[src/rtl/sram_rd_stage.sv]
// sram_rd_stage: read-side front end for a 64 x 320 1R1W SRAM macro.
// Accepts valid/ready read requests, drives the macro read port, and holds
// returned data in a 2-entry response queue so captured data is immune to
// later writes and to downstream backpressure. A response is bypassed straight
// from the macro when the queue is empty. The write port passes through.
// Optional feature macro: SRAM_RD_STAGE_PERF_EN adds read/stall counters.
module sram_rd_stage #(
  parameter int ADDR_W = 6,
  parameter int DATA_W = 320
) (
  input  logic              clock,
  input  logic              reset,
  input  logic              io_req_valid,
  output logic              io_req_ready,
  input  logic [ADDR_W-1:0] io_req_bits_addr,
  output logic              io_resp_valid,
  input  logic              io_resp_ready,
  output logic [DATA_W-1:0] io_resp_bits_data,
  input  logic              io_flush,
  input  logic              io_w_en,
  input  logic [ADDR_W-1:0] io_w_addr,
  input  logic [DATA_W-1:0] io_w_data,
  output logic              sram_r_en,
  output logic [ADDR_W-1:0] sram_r_addr,
  input  logic [DATA_W-1:0] sram_r_data,
  output logic              sram_w_en,
  output logic [ADDR_W-1:0] sram_w_addr,
  output logic [DATA_W-1:0] sram_w_data
`ifdef SRAM_RD_STAGE_PERF_EN
  ,
  output logic [31:0]       io_perf_reads,
  output logic [31:0]       io_perf_stalls
`endif
);

  logic [1:0]        count_q, count_d;
  logic              head_q, head_d;
  logic              tail_q, tail_d;
  logic              inflight_q, inflight_d;
  logic [DATA_W-1:0] entry_q [2];

  logic [1:0] outstanding;
  logic       q_nonempty;
  logic       req_fire;
  logic       resp_fire;
  logic       enq;
  logic       deq;

  // Reads accepted but not yet delivered; only registered state, so no
  // combinational path from io_resp_ready into io_req_ready.
  assign outstanding  = count_q + {1'b0, inflight_q};
  assign io_req_ready = !io_flush && (outstanding < 2'd2);
  assign req_fire     = io_req_valid && io_req_ready;

  assign sram_r_en   = req_fire;
  assign sram_r_addr = req_fire ? io_req_bits_addr : '0;

  assign sram_w_en   = io_w_en;
  assign sram_w_addr = io_w_addr;
  assign sram_w_data = io_w_data;

  // Queue head has priority; otherwise the macro output is bypassed.
  assign q_nonempty        = (count_q != 2'd0);
  assign io_resp_valid     = !io_flush && (q_nonempty || inflight_q);
  assign io_resp_bits_data = q_nonempty ? entry_q[head_q] :
                             (inflight_q ? sram_r_data : '0);
  assign resp_fire         = io_resp_valid && io_resp_ready;

  // Returned data goes into the queue unless it leaves via bypass right now.
  assign deq = resp_fire && q_nonempty;
  assign enq = inflight_q && !io_flush && !(resp_fire && !q_nonempty);

  // Next-state for pointers, occupancy and the in-flight flag.
  always_comb begin
    count_d    = count_q;
    head_d     = head_q;
    tail_d     = tail_q;
    inflight_d = req_fire;
    if (io_flush) begin
      count_d    = 2'd0;
      head_d     = 1'b0;
      tail_d     = 1'b0;
      inflight_d = 1'b0;
    end else begin
      if (enq) tail_d = ~tail_q;
      if (deq) head_d = ~head_q;
      case ({enq, deq})
        2'b10:   count_d = count_q + 2'd1;
        2'b01:   count_d = count_q - 2'd1;
        default: count_d = count_q;
      endcase
    end
  end

  // Control state registers.
  always_ff @(posedge clock or posedge reset) begin
    if (reset) begin
      count_q    <= 2'd0;
      head_q     <= 1'b0;
      tail_q     <= 1'b0;
      inflight_q <= 1'b0;
    end else begin
      count_q    <= count_d;
      head_q     <= head_d;
      tail_q     <= tail_d;
      inflight_q <= inflight_d;
    end
  end

  // Queue storage: one register per entry, written when it is the tail.
  for (genvar gi = 0; gi < 2; gi++) begin : g_entry
    localparam logic IDX = 1'(gi);
    // Capture returned macro data into this entry.
    always_ff @(posedge clock or posedge reset) begin
      if (reset) begin
        entry_q[gi] <= '0;
      end else if (enq && (tail_q == IDX)) begin
        entry_q[gi] <= sram_r_data;
      end
    end
  end

`ifdef SRAM_RD_STAGE_PERF_EN
  logic [31:0] perf_reads_q;
  logic [31:0] perf_stalls_q;

  // Free-running counters; flush leaves them alone, wrap at 2^32.
  always_ff @(posedge clock or posedge reset) begin
    if (reset) begin
      perf_reads_q  <= 32'd0;
      perf_stalls_q <= 32'd0;
    end else begin
      if (req_fire) perf_reads_q <= perf_reads_q + 32'd1;
      if (io_resp_valid && !io_resp_ready) perf_stalls_q <= perf_stalls_q + 32'd1;
    end
  end

  assign io_perf_reads  = perf_reads_q;
  assign io_perf_stalls = perf_stalls_q;
`endif

endmodule

[config.mk]
export PLATFORM = sky130hd
export DESIGN_NAME = sram_rd_stage
export DESIGN_NICKNAME = d
export VERILOG_FILES = /design/src/rtl/sram_rd_stage.sv
export SDC_FILE = /design/constraint.sdc
export NUM_CORES = 1
export LEC_CHECK = 0
export CORE_AREA = 10 10 510 512
export DETAILED_ROUTE_END_ITERATION = 12
export DIE_AREA = 0 0 520 522
export SYNTH_ARGS = -nofsm -noshare
export SYNTH_HDL_FRONTEND = slang
export SYNTH_SLANG_ARGS = --single-unit
[constraint.sdc]
create_clock -name clock -period 27.9 [get_ports clock]
set_input_delay 5.58 -clock clock [delete_from_list [all_inputs] [get_ports clock]]
set_output_delay 5.58 -clock clock [all_outputs]
set_load 0.01 [all_outputs]
== Word level (Yosys, flattened, before mapping) ==
Index checks and enable logic that the tools add are counted.

* Flip-flop bits (word level): 645
* Bits of input ports: 658
* Output and inout bits: 656
* Logic and storage cells: 47

* Reductions and logical operators: 18
* Equal/unequal tests: 2
* $lt $le $gt $ge: 2
* Add/subtract/negate cells: 3
* Bitwise operators: 3
* Mux-type cells: 13

{| class="wikitable"
|+ Operator list
! kind !! number
|-
| $mux 320 || 5
|-
| $logic_and 1x1->1 || 10
|-
| $mux 6 || 1
|-
| $reduce_bool 2->1 || 3
|-
| $mux 1 || 5
|-
| $pmux 2 s2 || 1
|-
| $logic_not 1->1 || 3
|-
| $reduce_bool 3->1 || 1
|-
| $add 2x1->2 || 1
|-
| $add 2x1->2 const B || 1
|-
| $eq 2x1->1 const B || 1
|-
| $eq 2x2->1 const B || 1
|-
| $ge 2x2->1 const B || 1
|-
| $lt 2x2->1 const B || 1
|-
| $mux 2 || 1
|-
| $not 1->1 || 2
|-
| $not 1->2 || 1
|-
| $sub 2x1->2 const B || 1
|-
| $logic_or 1x1->1 || 1
|}

== Depth between registers and ports, before layout ==
Gate-level depths: netlist (run 1).

* Depth after elaboration: 10
* Mapped depth: 8
* Depth with buffers taken out: 3

== Worst setup path before layout (run 1) ==
No wires, ideal clock.

* Kind: input -> output
* Start: in io_flush
* End: out sram_r_addr[0]
* Slack: 16083 ps
* Stages on the path: 2
* Data arrival time: 6237 ps
* Path buffers: 0
* Data required time: 22320 ps
* Cell sequence: a21oi_1 > and3_1

* Longest elaborated chain between the ends: 4

{| class="wikitable"
|+ Ends and longest elaborated chain
! element !! line !! source
|-
| start, declared || 19 || <nowiki>input logic io_flush,</nowiki>
|-
| $logic_not 1->1 || 52 || <nowiki>assign io_req_ready = !io_flush && (outstanding < 2'd2);</nowiki>
|-
| $logic_and 1x1->1 || 52 ||
|-
| $logic_and 1x1->1 || 53 || <nowiki>assign req_fire = io_req_valid && io_req_ready;</nowiki>
|-
| $mux 6 || 56 || <nowiki>assign sram_r_addr = req_fire ? io_req_bits_addr : '0;</nowiki>
|-
| end, declared || 24 || <nowiki>output logic [ADDR_W-1:0] sram_r_addr,</nowiki>
|}

No other way between the ends.

== Final worst setup path (run 1) ==
* Start: in io_flush
* End: out sram_r_en

* Longest elaborated chain between the ends: 3

{| class="wikitable"
|+ Ends and longest elaborated chain
! element !! line !! source
|-
| $logic_not 1->1 || 52 ||
|-
| $logic_and 1x1->1 || 52 ||
|-
| $logic_and 1x1->1 || 53 ||
|-
| end, declared || 23 || <nowiki>output logic sram_r_en,</nowiki>
|}

No other way between the ends.

==> metrics.md, run 1 <==
| Metric | Value |
|---|---|
| WP data arrival | `around 7.9 ns` |
| Post-synth EDFFs | `0` |
| DR WL/cell | `about 21 um` |
| Clock Power Share | `~36%` |
| Post-synth top area share | `a little under half` |
| Total global routing overflow | `0` |
| RSZ-0062 raised after global routing | `no` |
| CP Capture Type | `output port` |
| Finished layout cell area | `around 45000 um2` |
| Dpl ws | `between 10 and 15 ns` |
| Crit path launch type | `input port` |
| Rel. slew slack | `24.8%` |
| DRC | `0` |
| Clk slew on worst S/H paths | `about 0.05 ns` |
| FFs w/ async S/R, synth | `100%` |
| Initial Utilization | `between 10% and 20%` |
| Synth top area cells | `dfrtp_1 (47%), mux2_4 (13%), mux2_2 (11%)` |
| Placement Cell Area | `around 42000 um2` |
| Clock latency on the worst-skew pair | `around 0.71 ns` |
| Internal | `between 2 and 2.5 mW` |
| Via count | `about 24000` |
| Pwr dens | `about 67 nW/um2` |
| Area Growth Syn to Fin | `30.2%` |
| Overall power | `a little over 3 mW` |
| Hold Path Class | `reg -> reg` |
| Critical path type | `in -> out` |
| Crit-path max FO | `9` |
| Setup-failing EPs final | `0` |
| RePlAce Congestion | `between 0.7 and 0.8` |
| Final ANT Viol Nets | `0` |
| #FFs+latches synth | `roughly 650` |
| Drt total wl | `139000 um` |
| Core area | `roughly 250000 um2` |
| Fraction of layout cells with a size suffix above 1 | `a little over a quarter` |
| Post-synthesis cell area | `34600 um2` |
| Comb pwr share | `between 20 and 25%` |
| Status | `complete, no violations` |
| Clock Path Buffers | `3` |
| Top cell type by total area after synthesis | `dfrtp_1` |
| Syn avg cell area | `roughly 12 um2` |
| Worst slew pin tran | `1.12 ns` |
| WHS | `about 0.5 ns` |
| Die area | `271000 um2` |
| Switching share of power | `27.7%` |
| Maxcap violations | `0` |
| Minimum clock period after layout | `13.43 ns` |
| Worst EP required | `22.32 ns` |
| TritonCTS clock tree | `built` |
| Num rows | `~180` |
| Initial antenna violation count | `58` |
| Root Buffer | `clkbuf_16` |
| Clock Sinks | `645` |
| Post-CTS Resized | `0` |
| GRT Total Usage | `about a tenth` |
| Largest net degree at the start of global routing | `184` |
| Die Y-Extent | `~520 um` |
| Hold buffers post-CTS | `0` |
| Nets | `~3700` |
| CTS Buf Count | `84` |
| Setup Skew | `between 0.06 and 0.07 ns` |
| Post-Syn Nets | `3477` |
| Peak VDD IR | `roughly 50 uV` |
| # H-tree levels | `3` |
| Starting DRC count in detailed routing | `roughly 1500` |
| First-pass GRT wire length | `between 150000 and 200000 um` |
| Port Buffers | `~660` |
| Post-DR vias/cell | `3.62` |
| Worst setup margin | `about 14 ns` |
| Synth warn | `0` |
| Ys flop type | `dfrtp_1` |
| Drt pass-1 iters | `5` |
| Synth cell types | `28` |
| IO Pins | `1314` |
| Vias in the first global route | `between 20000 and 25000` |
| DPL Wire Length | `just over 100000 um` |
| Lkg Pwr | `about 18 nW` |
| Max-slew violation count | `0` |
| Setup Fix Bufs, Post-CTS | `0` |
| Hold violation count in the final report | `0` |
| Final setup TNS | `0 ns` |
| Final worst path period share | `between 40% and 50%` |
| P_sw | `approximately 0.84 mW` |
| Register area share after synthesis | `between 40% and 50%` |
| Reg power frac | `about two fifths` |
| FMAX | `between 70 and 80 MHz` |
| Syn Inst Count | `2819` |
| Die W | `between 500 and 600 um` |
## final cells by class
| class | instances | area (um2) |
|---|---|---|
| repair buffers | 704 | 6970 |
| fillers | 27402 | 205000 |
| multi-input cells | 1630 | 14900 |
| clock buffers | 119 | 2380 |
| well taps | 3348 | 4190 |
| flip-flops and latches | 645 | 16100 |
| clock inverters | 32 | 405 |
| inverters | 2 | 15.0 |
| diodes | 19 | 47.5 |
## power groups by stage
stage                     registers (mW)  clock network, mW  logic [mW]
after CTS                           1.26               1.15       0.679
after global placement              1.26                  0       0.660
after detailed placement            1.27                  0       0.676
after floorplan                     1.24                  0       0.483
after global routing                1.29               1.18       0.723
final                               1.26               1.10       0.668
## kinds of logic (layout without fill, tap and decap cells)
group,count (synthesis),in the layout,synth area share [%]
xor+xnor,1,1,0.0253
simple gates,340,340,4.96
buf+inv,544,857,10.3
other cells,0,19,0
mux,960,960,33.2
compound gates,329,329,4.80
flops,645,645,46.6
## critical path, stage by stage
cell and delay [ns]:
clkdlybuf4s50_1 0.53, a21oi_2 0.73, and2_1 0.38, clkdlybuf4s50_1 0.61
## layout by cell type, fill, tap and decap left out, types with 5 or more instances in the layout
cell type        synthesis  layout
buf_4                  327      42
mux2_2                 351     351
dfrtp_1                645     643
clkinv_2                 0      11
clkdlybuf4s50_1          0     659
clkbuf_1                94      21
nand3_1                321     321
clkinvlp_4               0       5
o21ai_0                322     321
mux2i_1                320     320
mux2_4                 289     289
and3_1                   6       6
diode_2                  0      19
clkbuf_8                 0      13
clkbuf_16                0      85
## routing by layer
| metal | part of all wire, % | track usage, % | vias up |
|---|---|---|---|
| met2 | 42 | 14.0 | 1109 |
| met4 | 4.6 | 4.29 | 34 |
| met1 | 41 | 11.7 | 11857 |
| met3 | 12 | 5.25 | 301 |
| li1 | - | - | 10222 |
| met5 | 0.25 | 0.579 | - |
## through the flow
step / cells / util, %
2_1_floorplan: 2819 / -
3_3_place_gp: 6329 / 16.9
3_5_place_dp: 6329 / 16.9
4_1_cts: 6480 / 18.0
5_1_grt: 6480 / 18.0
6_report: 6499 / 18.0
## registers in the layout, summed over array words and instances (netlist names)
| name | count |
|---|---|
| count_q | 2 |
| entry_q | 640 |
| head_q | 1 |
| inflight_q | 1 |
| tail_q | 1 |
## synth_stat cells (3+ instances only)
| cell | instances |
|---|---|
| o21ai_0 | 322 |
| buf_4 | 327 |
| and3_1 | 6 |
| mux2i_1 | 320 |
| clkbuf_1 | 94 |
| buf_2 | 57 |
| dfrtp_1 | 645 |
| buf_1 | 32 |
| nor2b_1 | 3 |
| nand3_1 | 321 |
| mux2_2 | 351 |
| buf_6 | 32 |
| nor2_1 | 3 |
| mux2_4 | 289 |
## final timing paths
check	from	endpoint	slack [ns]	depth (start not counted)
setup / recovery	io_flush	sram_r_en	14.47	4
hold / removal	entry_q[627]$_DFFE_PP0P_	entry_q[627]$_DFFE_PP0P_	0.50	1
hold reg to reg	entry_q[627]$_DFFE_PP0P_	entry_q[627]$_DFFE_PP0P_	0.50	1
max in group asynchronous	reset	head_q$_DFFE_PP0P_	17.66	7
min in group asynchronous	reset	entry_q[632]$_DFFE_PP0P_	5.49	2
setup reg to reg	inflight_q$_DFF_PP0_	entry_q[44]$_DFFE_PP0P_	21.90	9
No activity file was read; power rests on OpenSTA's default activity.
==> run 2, diff against run 1 <==
Clock period 27.9 ns to 11.5 ns, I/O delays scaled along.
==> metrics.md, run 2 (synthesis gave the netlist of run 1 again) <==
| Metric | Value |
|---|---|
| Fraction of layout cells with a size suffix above 1 | `26.0% (was 26.3%)` |
| Storage cell area | `16100 um2 (unchanged)` |
| Initial antenna violation count | `70 (was 58)` |
| Dpl ws | `4.43 ns (was 14.12 ns)` |
| Num rows | `184 (unchanged)` |
| Core area | `250000 um2 (unchanged)` |
| RSZ-0062 raised after global routing | `no (unchanged)` |
| Maxcap violations | `0 (unchanged)` |
| Clk slew on worst S/H paths | `0.05 ns (about the same)` |
| Finished layout cell area | `45100 um2 (about the same)` |
| Die area | `271000 um2 (unchanged)` |
| GRT Total Usage | `9.75% (was 9.67%)` |
| FMAX | `between 100 and 150 MHz` |
| Hold buffers post-CTS | `0 (unchanged)` |
| Clock latency on the worst-skew pair | `0.71 ns (about the same)` |
| Final setup TNS | `0 ns (unchanged)` |
| Largest net degree at the start of global routing | `192 (was 184)` |
| Post-CTS Resized | `0 (unchanged)` |
| # H-tree levels | `3 (unchanged)` |
| Setup-failing EPs final | `0 (unchanged)` |
| DPL Wire Length | `102000 um (about the same)` |
| Minimum clock period after layout | `between 7 and 8 ns` |
| Final ANT Viol Nets | `0 (unchanged)` |
| Die Y-Extent | `522 um (unchanged)` |
| Hold Path Class | `reg -> reg (unchanged)` |
| Crit path launch type | `input port (unchanged)` |
| IO Pins | `1314 (unchanged)` |
| Clock Sinks | `645 (unchanged)` |
| Initial Utilization | `13.8% (unchanged)` |
| DRC | `0 (unchanged)` |
| DR WL/cell | `21.5 um (was 21.3 um)` |
| Via count | `23187 (was 23523)` |
| Lkg Pwr | `18.2 nW (about the same)` |
| Worst slew pin tran | `1.15 ns (was 1.12 ns)` |
| Area of the multi-input gates | `14900 um2 (about the same)` |
| Root Buffer | `clkbuf_16 (unchanged)` |
| Commonest non-fill, non-tap cells in the layout | `clkdlybuf4s50_1 (659), dfrtp_1 (643), mux2_2 (351) (unchanged)` |
| WHS | `0.502 ns (was 0.503 ns)` |
| Placement Cell Area | `42300 um2 (was 42200 um2)` |
| WP data arrival | `4.72 ns (was 7.85 ns)` |
| Max-slew violation count | `0 (unchanged)` |
| TritonCTS clock tree | `built (unchanged)` |
| FILL cells | `27306 (was 27402)` |
| Die W | `520 um (unchanged)` |
| Status | `complete, no violations (unchanged)` |
| Port Buffers | `659 (unchanged)` |
| Pwr dens | `164 nW/um2 (was 67.2 nW/um2)` |
| Drt total wl | `139000 um (about the same)` |
| RePlAce Congestion | `0.804 (was 0.786)` |
| Post-DR vias/cell | `3.57 (was 3.62)` |
| Drt pass-1 iters | `5 (unchanged)` |
| Setup Fix Bufs, Post-CTS | `0 (unchanged)` |
| Largest Register | `entry_q (unchanged)` |
| Clock Path Buffers | `3 (unchanged)` |
| Leading registers by flop count | `entry_q x640, count_q x2 (unchanged)` |
| Critical path type | `in -> out (unchanged)` |
| Nets | `3708 (was 3725)` |
| Setup Skew | `0.0376 ns (was 0.0618 ns)` |
| Starting DRC count in detailed routing | `1329 (was 1466)` |
| Final worst path period share | `between 60% and 70%` |
| Total global routing overflow | `0 (unchanged)` |
| Max reg flops | `640 (unchanged)` |
| Worst EP required | `9.20 ns (was 22.32 ns)` |
| Commonest non-fill, non-tap cell in the layout | `clkdlybuf4s50_1 (unchanged)` |
| Area Growth Syn to Fin | `30.3% (was 30.2%)` |
| Peak VDD IR | `117 uV (was 50.7 uV)` |
| Hold violation count in the final report | `0 (unchanged)` |
| Rel. slew slack | `22.6% (was 24.8%)` |
| Crit-path max FO | `9 (unchanged)` |
| CTS Buf Count | `81 (was 84)` |
| Worst setup margin | `4.48 ns (was 14.47 ns)` |
| First-pass GRT wire length | `194000 um (was 193000 um)` |
| Vias in the first global route | `24360 (was 24660)` |
| CP Capture Type | `output port (unchanged)` |
-- run 2: cell count changes in the layout (fill, tap and decap cells not counted), sizes merged, moves of 3 or more --
cell / change
buf: -14
diode: +6
clkinvlp: +3
clkinv: -8
clkbuf: -4
bufinv: +3
-- run 2: cell type report --
type / instances / area share (%)
clock buffer: 115 / 5.18
sequential: 645 / 35.8
clock inverter: 32 / 1.00
tap: 3348 / 9.29
timing repair buffer: 690 / 15.5
multi-input combinational: 1630 / 33.0
antenna: 25 / 0.139
inverter: 2 / 0.0250
-- run 2: worst max-delay path, stage by stage --
cell,delay [ns]
clkdlybuf4s50_1,0.53
a21oi_1,0.69
and2_1,0.55
clkdlybuf4s50_1,0.64
-- run 2: routing by layer --
metal / wire length (um) / share of wire, % / vias to the layer above / global-route usage, %
met5: 768 / 0.55 / - / 1.68
met2: 58800 / 42 / 1006 / 14.1
met1: 55100 / 40 / 11570 / 11.4
met3: 17300 / 12 / 367 / 5.34
met4: 7350 / 5.3 / 38 / 5.06
li1: - / - / 10206 / -
-- run 2: path summary, 6_finish.rpt --
path | cells after the start | start | slack [ns] | endpoint
hold / removal | 1 | entry_q[190]$_DFFE_PP0P_ | 0.50 | entry_q[190]$_DFFE_PP0P_
max in group asynchronous | 4 | reset | 7.11 | entry_q[480]$_DFFE_PP0P_
hold reg to reg | 1 | entry_q[190]$_DFFE_PP0P_ | 0.50 | entry_q[190]$_DFFE_PP0P_
min in group asynchronous | 2 | reset | 2.16 | entry_q[281]$_DFFE_PP0P_
setup reg to reg | 5 | count_q[1]$_DFFE_PP0P_ | 7.77 | entry_q[387]$_DFFE_PP0P_
setup / recovery | 4 | io_flush | 4.48 | sram_r_en
-- run 2: through the flow --
step / utilization, % / instances / total power [mW]
2_1_floorplan: - / 2819 / 4.18
3_3_place_gp: 16.9 / 6315 / 4.64
3_5_place_dp: 16.9 / 6315 / 4.72
4_1_cts: 18.0 / 6462 / 7.53
5_1_grt: 18.0 / 6466 / 7.78
6_report: 18.0 / 6487 / 7.38
-- run 2: power by group --
part	leakage (nW)	internal, mW	switching [mW]
logic	8.71	0.983	0.630
clock network	1.35	1.59	1.12
registers	8.15	2.78	0.276
